### src/rtl/wb_stream_fifo_slave_pkg.sv
// Shared register-map constants and the STATUS word layout for the
// Wishbone-to-stream FIFO slave.
package wbfs_pkg;

    typedef logic [1:0] wbfs_off_t;

    localparam wbfs_off_t OFF_DATA   = 2'd0;
    localparam wbfs_off_t OFF_STATUS = 2'd1;
    localparam wbfs_off_t OFF_CTRL   = 2'd2;

    localparam int ST_LEVEL_LSB = 0;
    localparam int ST_EMPTY     = 8;
    localparam int ST_FULL      = 9;
    localparam int ST_ERR       = 10;
    localparam int ST_PCNT_LSB  = 32;

    localparam int CTRL_FLUSH   = 0;
    localparam int CTRL_CLR_ERR = 1;

    typedef enum logic [1:0] {
        RESP_NONE,
        RESP_ACK,
        RESP_ERR
    } wbfs_resp_t;

    function automatic logic [63:0] status_word(
        input logic [7:0]  level,
        input logic        empty,
        input logic        full,
        input logic        err_sticky,
        input logic [31:0] push_count
    );
        logic [63:0] w_s;
        w_s = '0;
        w_s[ST_LEVEL_LSB +: 8] = level;
        w_s[ST_EMPTY]          = empty;
        w_s[ST_FULL]           = full;
        w_s[ST_ERR]            = err_sticky;
        w_s[ST_PCNT_LSB +: 32] = push_count;
        return w_s;
    endfunction

endpackage

### src/rtl/wb_stream_fifo_slave_if.sv
// Wishbone classic bus bundle between the bridge (master) and the FIFO slave.
interface wb_stream_fifo_slave_if #(
    parameter int AW = 32,
    parameter int DW = 64,
    parameter int TW = 2
);
    logic [AW-1:0]   wb_adr;
    logic [DW-1:0]   wb_dat_i;
    logic [DW-1:0]   wb_dat_o;
    logic [DW/8-1:0] wb_sel;
    logic            wb_we;
    logic            wb_cyc;
    logic            wb_stb;
    logic            wb_ack;
    logic            wb_err;
    logic            wb_rty;
    logic [TW-1:0]   wb_tgd_o;

    modport master (
        output wb_adr, wb_dat_i, wb_sel, wb_we, wb_cyc, wb_stb,
        input  wb_dat_o, wb_ack, wb_err, wb_rty, wb_tgd_o
    );

    modport slave (
        input  wb_adr, wb_dat_i, wb_sel, wb_we, wb_cyc, wb_stb,
        output wb_dat_o, wb_ack, wb_err, wb_rty, wb_tgd_o
    );
endinterface

### src/rtl/wb_stream_fifo_slave_fifo.sv
// First-word-fall-through synchronous FIFO; pointers carry an extra wrap bit
// so full and empty are distinguished without a separate counter.
module wbfs_sync_fifo #(
    parameter int DEPTH = 16,
    parameter int DW    = 64
) (
    input  logic                     clk,
    input  logic                     rst_n,
    input  logic                     i_push,
    input  logic [DW-1:0]            i_data,
    input  logic                     i_pop,
    input  logic                     i_flush,
    output logic                     o_valid,
    output logic [DW-1:0]            o_data,
    output logic [$clog2(DEPTH):0]   o_level,
    output logic                     o_full,
    output logic                     o_empty
);
    localparam int PW = $clog2(DEPTH);

    logic [DW-1:0] r_mem [DEPTH];
    logic [PW:0]   r_wr_ptr;
    logic [PW:0]   r_rd_ptr;
    logic [PW:0]   w_level;
    logic          w_do_pop;

    assign w_level  = r_wr_ptr - r_rd_ptr;
    assign o_level  = w_level;
    assign o_empty  = (w_level == '0);
    assign o_full   = (w_level == (PW+1)'(DEPTH));
    assign o_valid  = !o_empty;
    assign w_do_pop = i_pop && !o_empty;

    // Head word is gated so the stream data reads as zero whenever nothing is valid.
    assign o_data = o_empty ? '0 : r_mem[r_rd_ptr[PW-1:0]];

    always_ff @(posedge clk) begin
        if (i_push) begin
            r_mem[r_wr_ptr[PW-1:0]] <= i_data;
        end
    end

    always_ff @(posedge clk) begin
        if (!rst_n || i_flush) begin
            r_wr_ptr <= '0;
            r_rd_ptr <= '0;
        end else begin
            if (i_push) begin
                r_wr_ptr <= r_wr_ptr + 1'b1;
            end
            if (w_do_pop) begin
                r_rd_ptr <= r_rd_ptr + 1'b1;
            end
        end
    end

endmodule

### src/rtl/wb_stream_fifo_slave.sv
// Wishbone classic slave: DATA writes feed a FIFO that drains to a
// valid/ready stream; STATUS/CONTROL registers share the bus.
module wb_stream_fifo_slave
    import wbfs_pkg::*;
#(
    parameter int AW    = 32,
    parameter int DW    = 64,
    parameter int TW    = 2,
    parameter int DEPTH = 16
) (
    input  logic                   clk,
    input  logic                   rst_n,
    wb_stream_fifo_slave_if.slave  wb,
    output logic                   m_valid,
    output logic [DW-1:0]          m_data,
    input  logic                   m_ready,
    output logic [$clog2(DEPTH):0] fifo_level
);
    logic          r_ack;
    logic          r_err;
    logic [DW-1:0] r_dat;
    logic          r_err_sticky;
    logic [31:0]   r_push_count;

    wbfs_resp_t    w_resp;
    logic [DW-1:0] w_dat;
    logic          w_push;
    logic          w_flush;
    logic          w_clr_err;
    logic          w_req;
    logic          w_pop;
    logic          w_full;
    logic          w_empty;
    wbfs_off_t     w_off;
    logic [DW-1:0] w_status;
    logic          w_unused;

    assign w_req    = wb.wb_cyc && wb.wb_stb && !r_ack && !r_err;
    assign w_off    = wb.wb_adr[4:3];
    assign w_pop    = m_valid && m_ready;
    assign w_status = status_word(8'(fifo_level), w_empty, w_full, r_err_sticky, r_push_count);
    assign w_unused = ^{wb.wb_adr[AW-1:5], wb.wb_adr[2:0]};

    always_comb begin
        w_resp    = RESP_NONE;
        w_dat     = '0;
        w_push    = 1'b0;
        w_flush   = 1'b0;
        w_clr_err = 1'b0;
        if (w_req) begin
            case (w_off)
                OFF_DATA: begin
                    if (!wb.wb_we) begin
                        w_resp = RESP_ACK;
                    end else if (!(&wb.wb_sel)) begin
                        w_resp = RESP_ERR;
                    end else if (!w_full || w_pop) begin
                        // A pop in this cycle frees the slot the push lands in.
                        w_resp = RESP_ACK;
                        w_push = 1'b1;
                    end
                end
                OFF_STATUS: begin
                    if (wb.wb_we) begin
                        w_resp = RESP_ERR;
                    end else begin
                        w_resp = RESP_ACK;
                        w_dat  = w_status;
                    end
                end
                OFF_CTRL: begin
                    w_resp = RESP_ACK;
                    if (wb.wb_we) begin
                        w_flush   = wb.wb_dat_i[CTRL_FLUSH];
                        w_clr_err = wb.wb_dat_i[CTRL_CLR_ERR];
                    end
                end
                default: w_resp = RESP_ERR;
            endcase
        end
    end

    always_ff @(posedge clk) begin
        if (!rst_n) begin
            r_ack        <= 1'b0;
            r_err        <= 1'b0;
            r_dat        <= '0;
            r_err_sticky <= 1'b0;
            r_push_count <= '0;
        end else begin
            r_ack <= (w_resp == RESP_ACK);
            r_err <= (w_resp == RESP_ERR);
            r_dat <= w_dat;
            if (w_resp == RESP_ERR) begin
                r_err_sticky <= 1'b1;
            end else if (w_clr_err) begin
                r_err_sticky <= 1'b0;
            end
            if (w_push) begin
                r_push_count <= r_push_count + 32'd1;
            end
        end
    end

    wbfs_sync_fifo #(
        .DEPTH (DEPTH),
        .DW    (DW)
    ) u_fifo (
        .clk     (clk),
        .rst_n   (rst_n),
        .i_push  (w_push),
        .i_data  (wb.wb_dat_i),
        .i_pop   (w_pop),
        .i_flush (w_flush),
        .o_valid (m_valid),
        .o_data  (m_data),
        .o_level (fifo_level),
        .o_full  (w_full),
        .o_empty (w_empty)
    );

    assign wb.wb_ack   = r_ack;
    assign wb.wb_err   = r_err;
    assign wb.wb_dat_o = r_dat;
    assign wb.wb_rty   = 1'b0;
    assign wb.wb_tgd_o = '0;

endmodule
### src/flat_wrapper.sv
// flat-port wrapper written by rule: the top's interface ports become plain ports
module wb_stream_fifo_slave_flat import wbfs_pkg::*;
#(
    parameter int AW    = 32,
    parameter int DW    = 64,
    parameter int TW    = 2,
    parameter int DEPTH = 16
)
  (clk, rst_n, m_valid, m_data, m_ready, fifo_level, wb_wb_adr, wb_wb_dat_i, wb_wb_sel, wb_wb_we, wb_wb_cyc, wb_wb_stb, wb_wb_dat_o, wb_wb_ack, wb_wb_err, wb_wb_rty, wb_wb_tgd_o);
  wb_stream_fifo_slave_if #(.AW(AW), .DW(DW), .TW(TW)) wb_i ();
  input  logic clk;
  input  logic rst_n;
  output logic m_valid;
  output logic [DW-1:0] m_data;
  input  logic m_ready;
  output logic [$clog2(DEPTH):0] fifo_level;
  input wire logic [$bits(wb_i.wb_adr)-1:0] wb_wb_adr;
  input wire logic [$bits(wb_i.wb_dat_i)-1:0] wb_wb_dat_i;
  input wire logic [$bits(wb_i.wb_sel)-1:0] wb_wb_sel;
  input wire logic [$bits(wb_i.wb_we)-1:0] wb_wb_we;
  input wire logic [$bits(wb_i.wb_cyc)-1:0] wb_wb_cyc;
  input wire logic [$bits(wb_i.wb_stb)-1:0] wb_wb_stb;
  output wire logic [$bits(wb_i.wb_dat_o)-1:0] wb_wb_dat_o;
  output wire logic [$bits(wb_i.wb_ack)-1:0] wb_wb_ack;
  output wire logic [$bits(wb_i.wb_err)-1:0] wb_wb_err;
  output wire logic [$bits(wb_i.wb_rty)-1:0] wb_wb_rty;
  output wire logic [$bits(wb_i.wb_tgd_o)-1:0] wb_wb_tgd_o;
  assign wb_i.wb_adr = wb_wb_adr;
  assign wb_i.wb_dat_i = wb_wb_dat_i;
  assign wb_i.wb_sel = wb_wb_sel;
  assign wb_i.wb_we = wb_wb_we;
  assign wb_i.wb_cyc = wb_wb_cyc;
  assign wb_i.wb_stb = wb_wb_stb;
  assign wb_wb_dat_o = wb_i.wb_dat_o;
  assign wb_wb_ack = wb_i.wb_ack;
  assign wb_wb_err = wb_i.wb_err;
  assign wb_wb_rty = wb_i.wb_rty;
  assign wb_wb_tgd_o = wb_i.wb_tgd_o;
  wb_stream_fifo_slave #(.AW(AW), .DW(DW), .TW(TW), .DEPTH(DEPTH)) u_core (.clk(clk), .rst_n(rst_n), .wb(wb_i), .m_valid(m_valid), .m_data(m_data), .m_ready(m_ready), .fifo_level(fifo_level));
endmodule
### config.mk
export PLATFORM = sky130hd
export DESIGN_NAME = wb_stream_fifo_slave_flat
export DESIGN_NICKNAME = d
export VERILOG_FILES = /design/src/rtl/wb_stream_fifo_slave_pkg.sv /design/src/rtl/wb_stream_fifo_slave_if.sv /design/src/rtl/wb_stream_fifo_slave_fifo.sv /design/src/rtl/wb_stream_fifo_slave.sv /design/src/flat_wrapper.sv
export SDC_FILE = /design/constraint.sdc
export NUM_CORES = 1
export LEC_CHECK = 0
export ABC_AREA = 1
export BUFFER_PORTS_ARGS = -buffer_cell sky130_fd_sc_hd__buf_4
export CORE_ASPECT_RATIO = 0.7
export CORE_MARGIN = 2
export CORE_UTILIZATION = 55
export DETAILED_ROUTE_END_ITERATION = 16
export HOLD_SLACK_MARGIN = 0.06
export PLACE_DENSITY = 0.73
export SLEW_MARGIN = 0
export SYNTH_ARGS = -nofsm -noshare
export SYNTH_HDL_FRONTEND = slang
export SYNTH_HIERARCHICAL = 1
export SYNTH_SLANG_ARGS = --single-unit
### constraint.sdc
create_clock -name clk -period 7.32 [get_ports clk]
set_input_delay 0.366 -clock clk [delete_from_list [all_inputs] [get_ports clk]]
set_output_delay 0.366 -clock clk [all_outputs]
set_load 0.03 [all_outputs]
==> results of run 1 <==
## how the worst max path moves through the flow
| stage | start | end | slack, ps | cells past startpoint |
|---|---|---|---|---|
| floorplan | u_core/u_fifo/r_wr_ptr[0]$_SDFFE_PP0P_ | u_core/u_fifo/r_mem[15][0]$_DFFE_PP_ | 940 | 16 |
| global route | u_core/u_fifo/r_wr_ptr[0]$_SDFFE_PP0P_ | u_core/u_fifo/r_mem[3][27]$_DFFE_PP_ | 1970 | 15 |
| detailed placement | u_core/u_fifo/r_wr_ptr[0]$_SDFFE_PP0P_ | u_core/u_fifo/r_mem[3][31]$_DFFE_PP_ | 2320 | 15 |
| CTS | u_core/u_fifo/r_wr_ptr[0]$_SDFFE_PP0P_ | u_core/u_fifo/r_mem[3][31]$_DFFE_PP_ | 2310 | 15 |
| finish | u_core/u_fifo/r_wr_ptr[0]$_SDFFE_PP0P_ | u_core/u_fifo/r_mem[3][31]$_DFFE_PP_ | 2310 | 15 |
| global placement | u_core/u_fifo/r_wr_ptr[0]$_SDFFE_PP0P_ | u_core/u_fifo/r_mem[3][31]$_DFFE_PP_ | 2450 | 15 |
## repair_timing
item,4_1_cts,5_1_grt
setup endpoints to repair,0,0
resized for setup,0,0
endpoints found under the hold margin,1025,0
hold buffers,66,0
## layout by cell type, fill, tap and decap left out, types with 2 or more instances in the layout
master | netlist | layout
edfxtp_1 | 1024 | 1024
inv_1 | 607 | 605
nand2_1 | 444 | 444
nand3_1 | 423 | 423
a21oi_1 | 276 | 276
o21ai_0 | 228 | 228
buf_4 | 42 | 207
nor2_1 | 201 | 185
o211ai_1 | 165 | 165
clkbuf_16 | 0 | 103
o211ai_2 | 91 | 91
dfxtp_1 | 89 | 86
dlygate4sd3_1 | 0 | 66
o21ai_1 | 38 | 38
conb_1 | 1 | 27
clkinv_1 | 0 | 22
clkbuf_1 | 93 | 20
buf_12 | 1 | 20
nor2_4 | 3 | 19
clkinv_2 | 0 | 18
nand4_1 | 18 | 18
bufinv_16 | 0 | 10
ha_1 | 10 | 10
clkbuf_4 | 0 | 6
inv_6 | 0 | 5
nor2_2 | 5 | 5
diode_2 | 0 | 4
nor3_1 | 4 | 4
dfxtp_4 | 0 | 3
clkinv_8 | 0 | 2
clkbuf_8 | 0 | 2
inv_2 | 4 | 2
nand3_2 | 2 | 2
and2_1 | 2 | 2
nor4_1 | 2 | 2
o21a_1 | 2 | 2
## critical path: stages, from the launching register on
cell     delay (ps)
dfxtp_1         350
inv_1           120
ha_1            160
inv_1            60
fa_1            400
xor2_1          270
nor2_1           80
nand3_1         380
nand2_1         150
nand2_1         100
nand3_1         150
nor2_4          130
buf_4           510
nand2_1         430
nor2_4          900
buf_12          410
## state kept, by name, indices dropped and copies added (netlist names), named ones only
signal / flops
u_core/wb.wb_dat_o: 40
u_core/r_err_sticky: 1
u_core/wb.wb_ack: 1
u_core/u_fifo/r_rd_ptr: 5
u_core/u_fifo/r_mem: 1024
u_core/r_push_count: 32
u_core/wb.wb_err: 1
u_core/u_fifo/r_wr_ptr: 5
## cell families after synthesis
logic type                 count (synthesis)  synth area share
DFF                                     1113             0.701
and+or+nand+nor                         1107             0.103
buffers and inverters                    872            0.0821
AOI/OAI and AO/OA                        802             0.110
adders and majority gates                 11           0.00313
xor gates and xnor gates                   1          0.000189
other                                      1         0.0000808
## final cells by class
class	instances	area (sq um)
sequential	1113	32500
fill	6352	31500
multi-input combinational	1948	10300
clock buffer	131	2730
timing repair buffer	293	2620
inverter	611	2310
tap	1137	1420
clock inverter	57	552
antenna	4	10.0
## metrics by stage
stage | setup slack [ps] | power (mW) | utilization | hold WS [ps]
finish | 2310 | 17.0 | 0.625 | 105
global route | 1970 | 17.9 | 0.625 | 96.6
detailed placement | 2320 | 11.9 | 0.578 | 425
CTS | 2310 | 17.1 | 0.625 | 60.1
floorplan | 936 | 10.7 | - | 409
global placement | 2450 | 11.8 | 0.578 | 426
## cells in the mapped netlist, drive strengths merged
cell and number:
o21a 2, clkbuf 93, inv 611, o21ai 266, nor4 2, xor2 1, a31oi 1, nor3 4
and2 2, fa 1, edfxtp 1024, nand2 444, nand3b 1, dfxtp 89, nor2 209, nand3 425
and3 1, a21oi 276, a31o 1, or2 1, conb 1, buf 168, nand4 18, ha 10
o211ai 256
## metal layers
metal / vias up / part of all wire / global-route usage
li1: 13900 / - / -
met1: 14200 / 0.44 / 0.339
met3: 176 / 0.062 / 0.0342
met5: - / 0.00023 / 0
met2: 920 / 0.47 / 0.378
met4: 4 / 0.023 / 0.0681
## power by group through the flow
stage	clock network (mW)	registers (mW)	logic (mW)
floorplan	0	7.09	3.65
global placement	0	7.16	4.66
detailed placement	0	7.16	4.75
CTS	5.32	7.02	4.81
global route	5.57	7.02	5.26
finish	5.23	7.02	4.80
==> reports/metrics.cfg, run 1 <==
[yosys]
syn-cell-area_sq_mm=0.0464
syn_inst=3907
ys_seq_elements=1113
synth_area_leaders=edfxtp_1, inv_1, nand3_1
synth_area_leader_cell=edfxtp_1
yosysWarnings=6
ys_seq_area_frac=0.701
syn_area_per_cell_sq_um=11.9
netlist.area_leader.share=0.662
synth_cell_types=35

[cts]
cts_tree=built
post_cts_buffers=0
path_clk_slew_ps=60
h-tree-depth=3
cts-root-buf=clkbuf_16
clk_latency_ps=670
cts_buffers=103
cts.path.max_buffers=3
cts_sinks=1113

[timing]
finalClockSkew_ps=22.3
max-slew-margin-rel=0.175
final-hold-violation-count=0
fin_setup_tns_ps=0
grt_setup_unrepaired=false
max_freq_ghz=0.200
setup_violations=0
worstMarginPinSlew_ps=1240
min_period_ps=5010
slew_viol_final=0
period_share=0.684

[outcome]
status=complete, no violations

[place]
dpl_cell_area_sq_mm=0.0485
gp_congestion=0.786
dp_cells=5036
dp_hpwl_microns=52200
portBuffers=191

[die]
num_rows=89
io_pins=249
die_h_microns=247
dieWidth_microns=351
die_area_sq_mm=0.0868
core_area_sq_mm=0.0840
start_util=0.553

[worst_hold_path]
min_from=rst_n
min_path_type=in2reg
hold_end=u_core/r_push_count[19]$_SDFFE_PN0P_
hold_path_depth=3

[global_routing]
grt_pass1_wl_microns=157000
grt_pass1_vias=27400
antenna_found_initial=6
grt_overflow_total=0
grtUsageTotal=0.236
grt_max_degree=239

[power_and_ir_drop]
swShare=0.326
p_leak_nw=19.6
comb_power_share=0.282
p_sw_mw=5.56
ir_drop_mv=0.304
seqPwrFrac=0.412
intPower_mw=11.5
power.share.clock=0.307
cellPowerDensity_mw_per_mm2=325

[drt]
vias_per_cell=5.51
finalWirelength_microns=103000
post_drt_wl_per_cell_microns=19.4
drtAntennaViolNets=0
drtPass1Iterations=6
drtIter0Drc=3097
vias=29200
route.detailed.drc=0

[worst_setup_path]
critPathCaptureType=register
worstPathArrival_ps=5320
r2r_start=u_core/u_fifo/r_wr_ptr[0]$_SDFFE_PP0P_
critical_path_required_ps=7640
r2r_cells=15
path_class=reg2reg
r2r-end=u_core/u_fifo/r_mem[3][31]$_DFFE_PP_
worst-path-max-fanout=60
rrSetupSlack_ps=2310
start_kind=register

[layout]
instances_no_fill=5294
fin_area_sq_mm=0.0525
area_growth_pct=13.0
drive_gt1_frac=0.121
final_nets=4191

[flow_run]
drv_cap=0

Power figures use the tool's default switching activity.
==> inputs of run 2 (changes only) <==
- clock period: 7.32 -> 5.2 ns (I/O delays scaled with it)
==> reports/metrics.cfg, run 2 (synthesized netlist as in run 1, its figures left out) <==
[outcome]
status=complete, no violations

[drt]
drtPass1Iterations=5  ; -1
vias=29600  ; +1.4%
drtIter0Drc=2982  ; -3.7%
post_drt_wl_per_cell_microns=19.3  ; -0.16%
finalWirelength_microns=103000  ; +0.46%
vias_per_cell=5.55  ; +0.72%
drtAntennaViolNets=0  ; unchanged
route.detailed.drc=0  ; unchanged

[power_and_ir_drop]
p_sw_mw=8.01  ; +44%
power.share.clock=0.316  ; +0.009
seqPwrFrac=0.402  ; -0.010
comb_power_share=0.282  ; about the same
intPower_mw=16.5  ; +44%
swShare=0.327  ; +0.000580
cellPowerDensity_mw_per_mm2=463  ; +42%
ir_drop_mv=0.371  ; +22%
p_leak_nw=19.8  ; +1.3%

[die]
dieWidth_microns=351  ; unchanged
core_area_sq_mm=0.0840  ; unchanged
io_pins=249  ; unchanged
num_rows=89  ; unchanged
die_h_microns=247  ; unchanged
die_area_sq_mm=0.0868  ; unchanged
start_util=0.553  ; unchanged

[layout]
area_growth_pct=14.1
fin_area_sq_mm=0.0530  ; +0.94%
final_common_cell=edfxtp_1
largest_register_ffs=1024  ; unchanged
final_nets=4223  ; +0.76%
drive_gt1_frac=0.127  ; +0.00612
final_cell_mix=edfxtp_1, inv_1, nand2_1

[global_routing]
grt_pass1_vias=27600  ; +0.74%
grt_overflow_total=0  ; unchanged
grt_pass1_wl_microns=158000  ; +0.35%
grt_max_degree=157  ; -34%
grtUsageTotal=0.237  ; +0.000859
antenna_found_initial=4  ; -2

[place]
dp_hpwl_microns=54600  ; +4.6%
gp_congestion=0.862  ; +9.7%
portBuffers=191  ; unchanged
dpl_cell_area_sq_mm=0.0488  ; +0.47%

[worst_setup_path]
critical_path_required_ps=4940  ; -2700 ps
critPathCaptureType=output port
start_kind=register
worstPathArrival_ps=4210  ; -1110 ps
path_class=reg2out
worst-path-max-fanout=40  ; -33%

[cts]
cts-root-buf=clkbuf_16
cts_sinks=1113  ; unchanged
cts_tree=built
h-tree-depth=3  ; unchanged
clk_latency_ps=690  ; +20 ps
path_clk_slew_ps=60  ; about the same
cts.path.max_buffers=3  ; unchanged
post_cts_resize_count=0  ; unchanged
cts_buffers=102  ; -0.97%

[timing]
worstMarginPinSlew_ps=1120  ; -118 ps
slew_viol_final=0  ; unchanged
max-slew-margin-rel=0.253  ; +0.0784
period_share=0.859
min_period_ps=4470
final-hold-violation-count=0  ; unchanged
finalClockSkew_ps=23.0  ; +0.649 ps
grt_setup_unrepaired=false
setup_violations=0  ; unchanged
max_freq_ghz=0.224
hold_slack_ps=93.9  ; -11.4 ps

[worst_hold_path]
min_path_type=in2reg

[flow_run]
drv_cap=0  ; unchanged

-- run 2: repair_timing --
| action | in CTS | in global routing |
|---|---|---|
| endpoints found under the hold margin | 1053 | 0 |
| setup buffers | 0 | 0 |
| hold buffers | 75 | 0 |
| setup endpoints to repair | 0 | 0 |
-- run 2: critical path: stages (launching register included) --
cell and delay (ps):
dfxtp_1 400, inv_1 110, ha_1 210, inv_1 80, fa_1 460, or2_2 330, nor2_1 130, nand3_1 370
clkinv_2 720, buf_4 420, nor2_1 100, buf_4 180
-- run 2: layer usage --
metal,GRT usage,part of all wire,up-vias
li1,-,-,14000
met4,0.0630,0.020,6
met2,0.386,0.48,932
met5,0,0.00034,-
met3,0.0324,0.061,153
met1,0.338,0.44,14500
-- run 2: cell type report --
cell class              count  area, sq um
flip-flops and latches   1113        32500
repair buffers            326         2940
fillers                  6350        31000
clock buffers             124         2700
inverters                 611         2310
clock inverters            67          759
well taps                1137         1420
diodes                      1         2.50
multi-input cells        1948        10300
-- run 2: worst paths after layout --
kind / from / endpoint / slack (ps) / cells past startpoint
worst max-delay path: u_core/u_fifo/r_wr_ptr[0]$_SDFFE_PP0P_ / m_data[34] / 730 / 11
worst min-delay path: m_ready / register / 90 / 5
worst max register to register: u_core/u_fifo/r_wr_ptr[0]$_SDFFE_PP0P_ / u_core/u_fifo/r_mem[11][30]$_DFFE_PP_ / 1010 / 14
worst min register to register: u_core/r_err_sticky$_SDFFE_PN0P_ / u_core/wb.wb_dat_o[10]$_SDFF_PP0_ / 440 / 2
-- run 2: power groups by stage --
| stage | registers (mW) | clock network (mW) | logic [mW] |
|---|---|---|---|
| floorplan | 9.98 | 0 | 5.14 |
| global placement | 10.0 | 0 | 6.73 |
| detailed placement | 10.0 | 0 | 6.85 |
| CTS | 9.85 | 7.85 | 6.94 |
| global route | 9.85 | 8.23 | 7.57 |
| finish | 9.85 | 7.75 | 6.91 |
-- run 2: metrics by stage --
stage,cells,TNS (ps),worst slack (ps),utilization,total power [mW]
after global routing,5326,0,396,0.631,25.7
final,5327,0,731,0.631,24.5
after CTS,5326,0,622,0.631,24.6
after detailed placement,5060,0,1050,0.581,16.9
after global placement,5060,0,1130,0.581,16.8
after floorplan,3933,-91850,-135,-,15.1
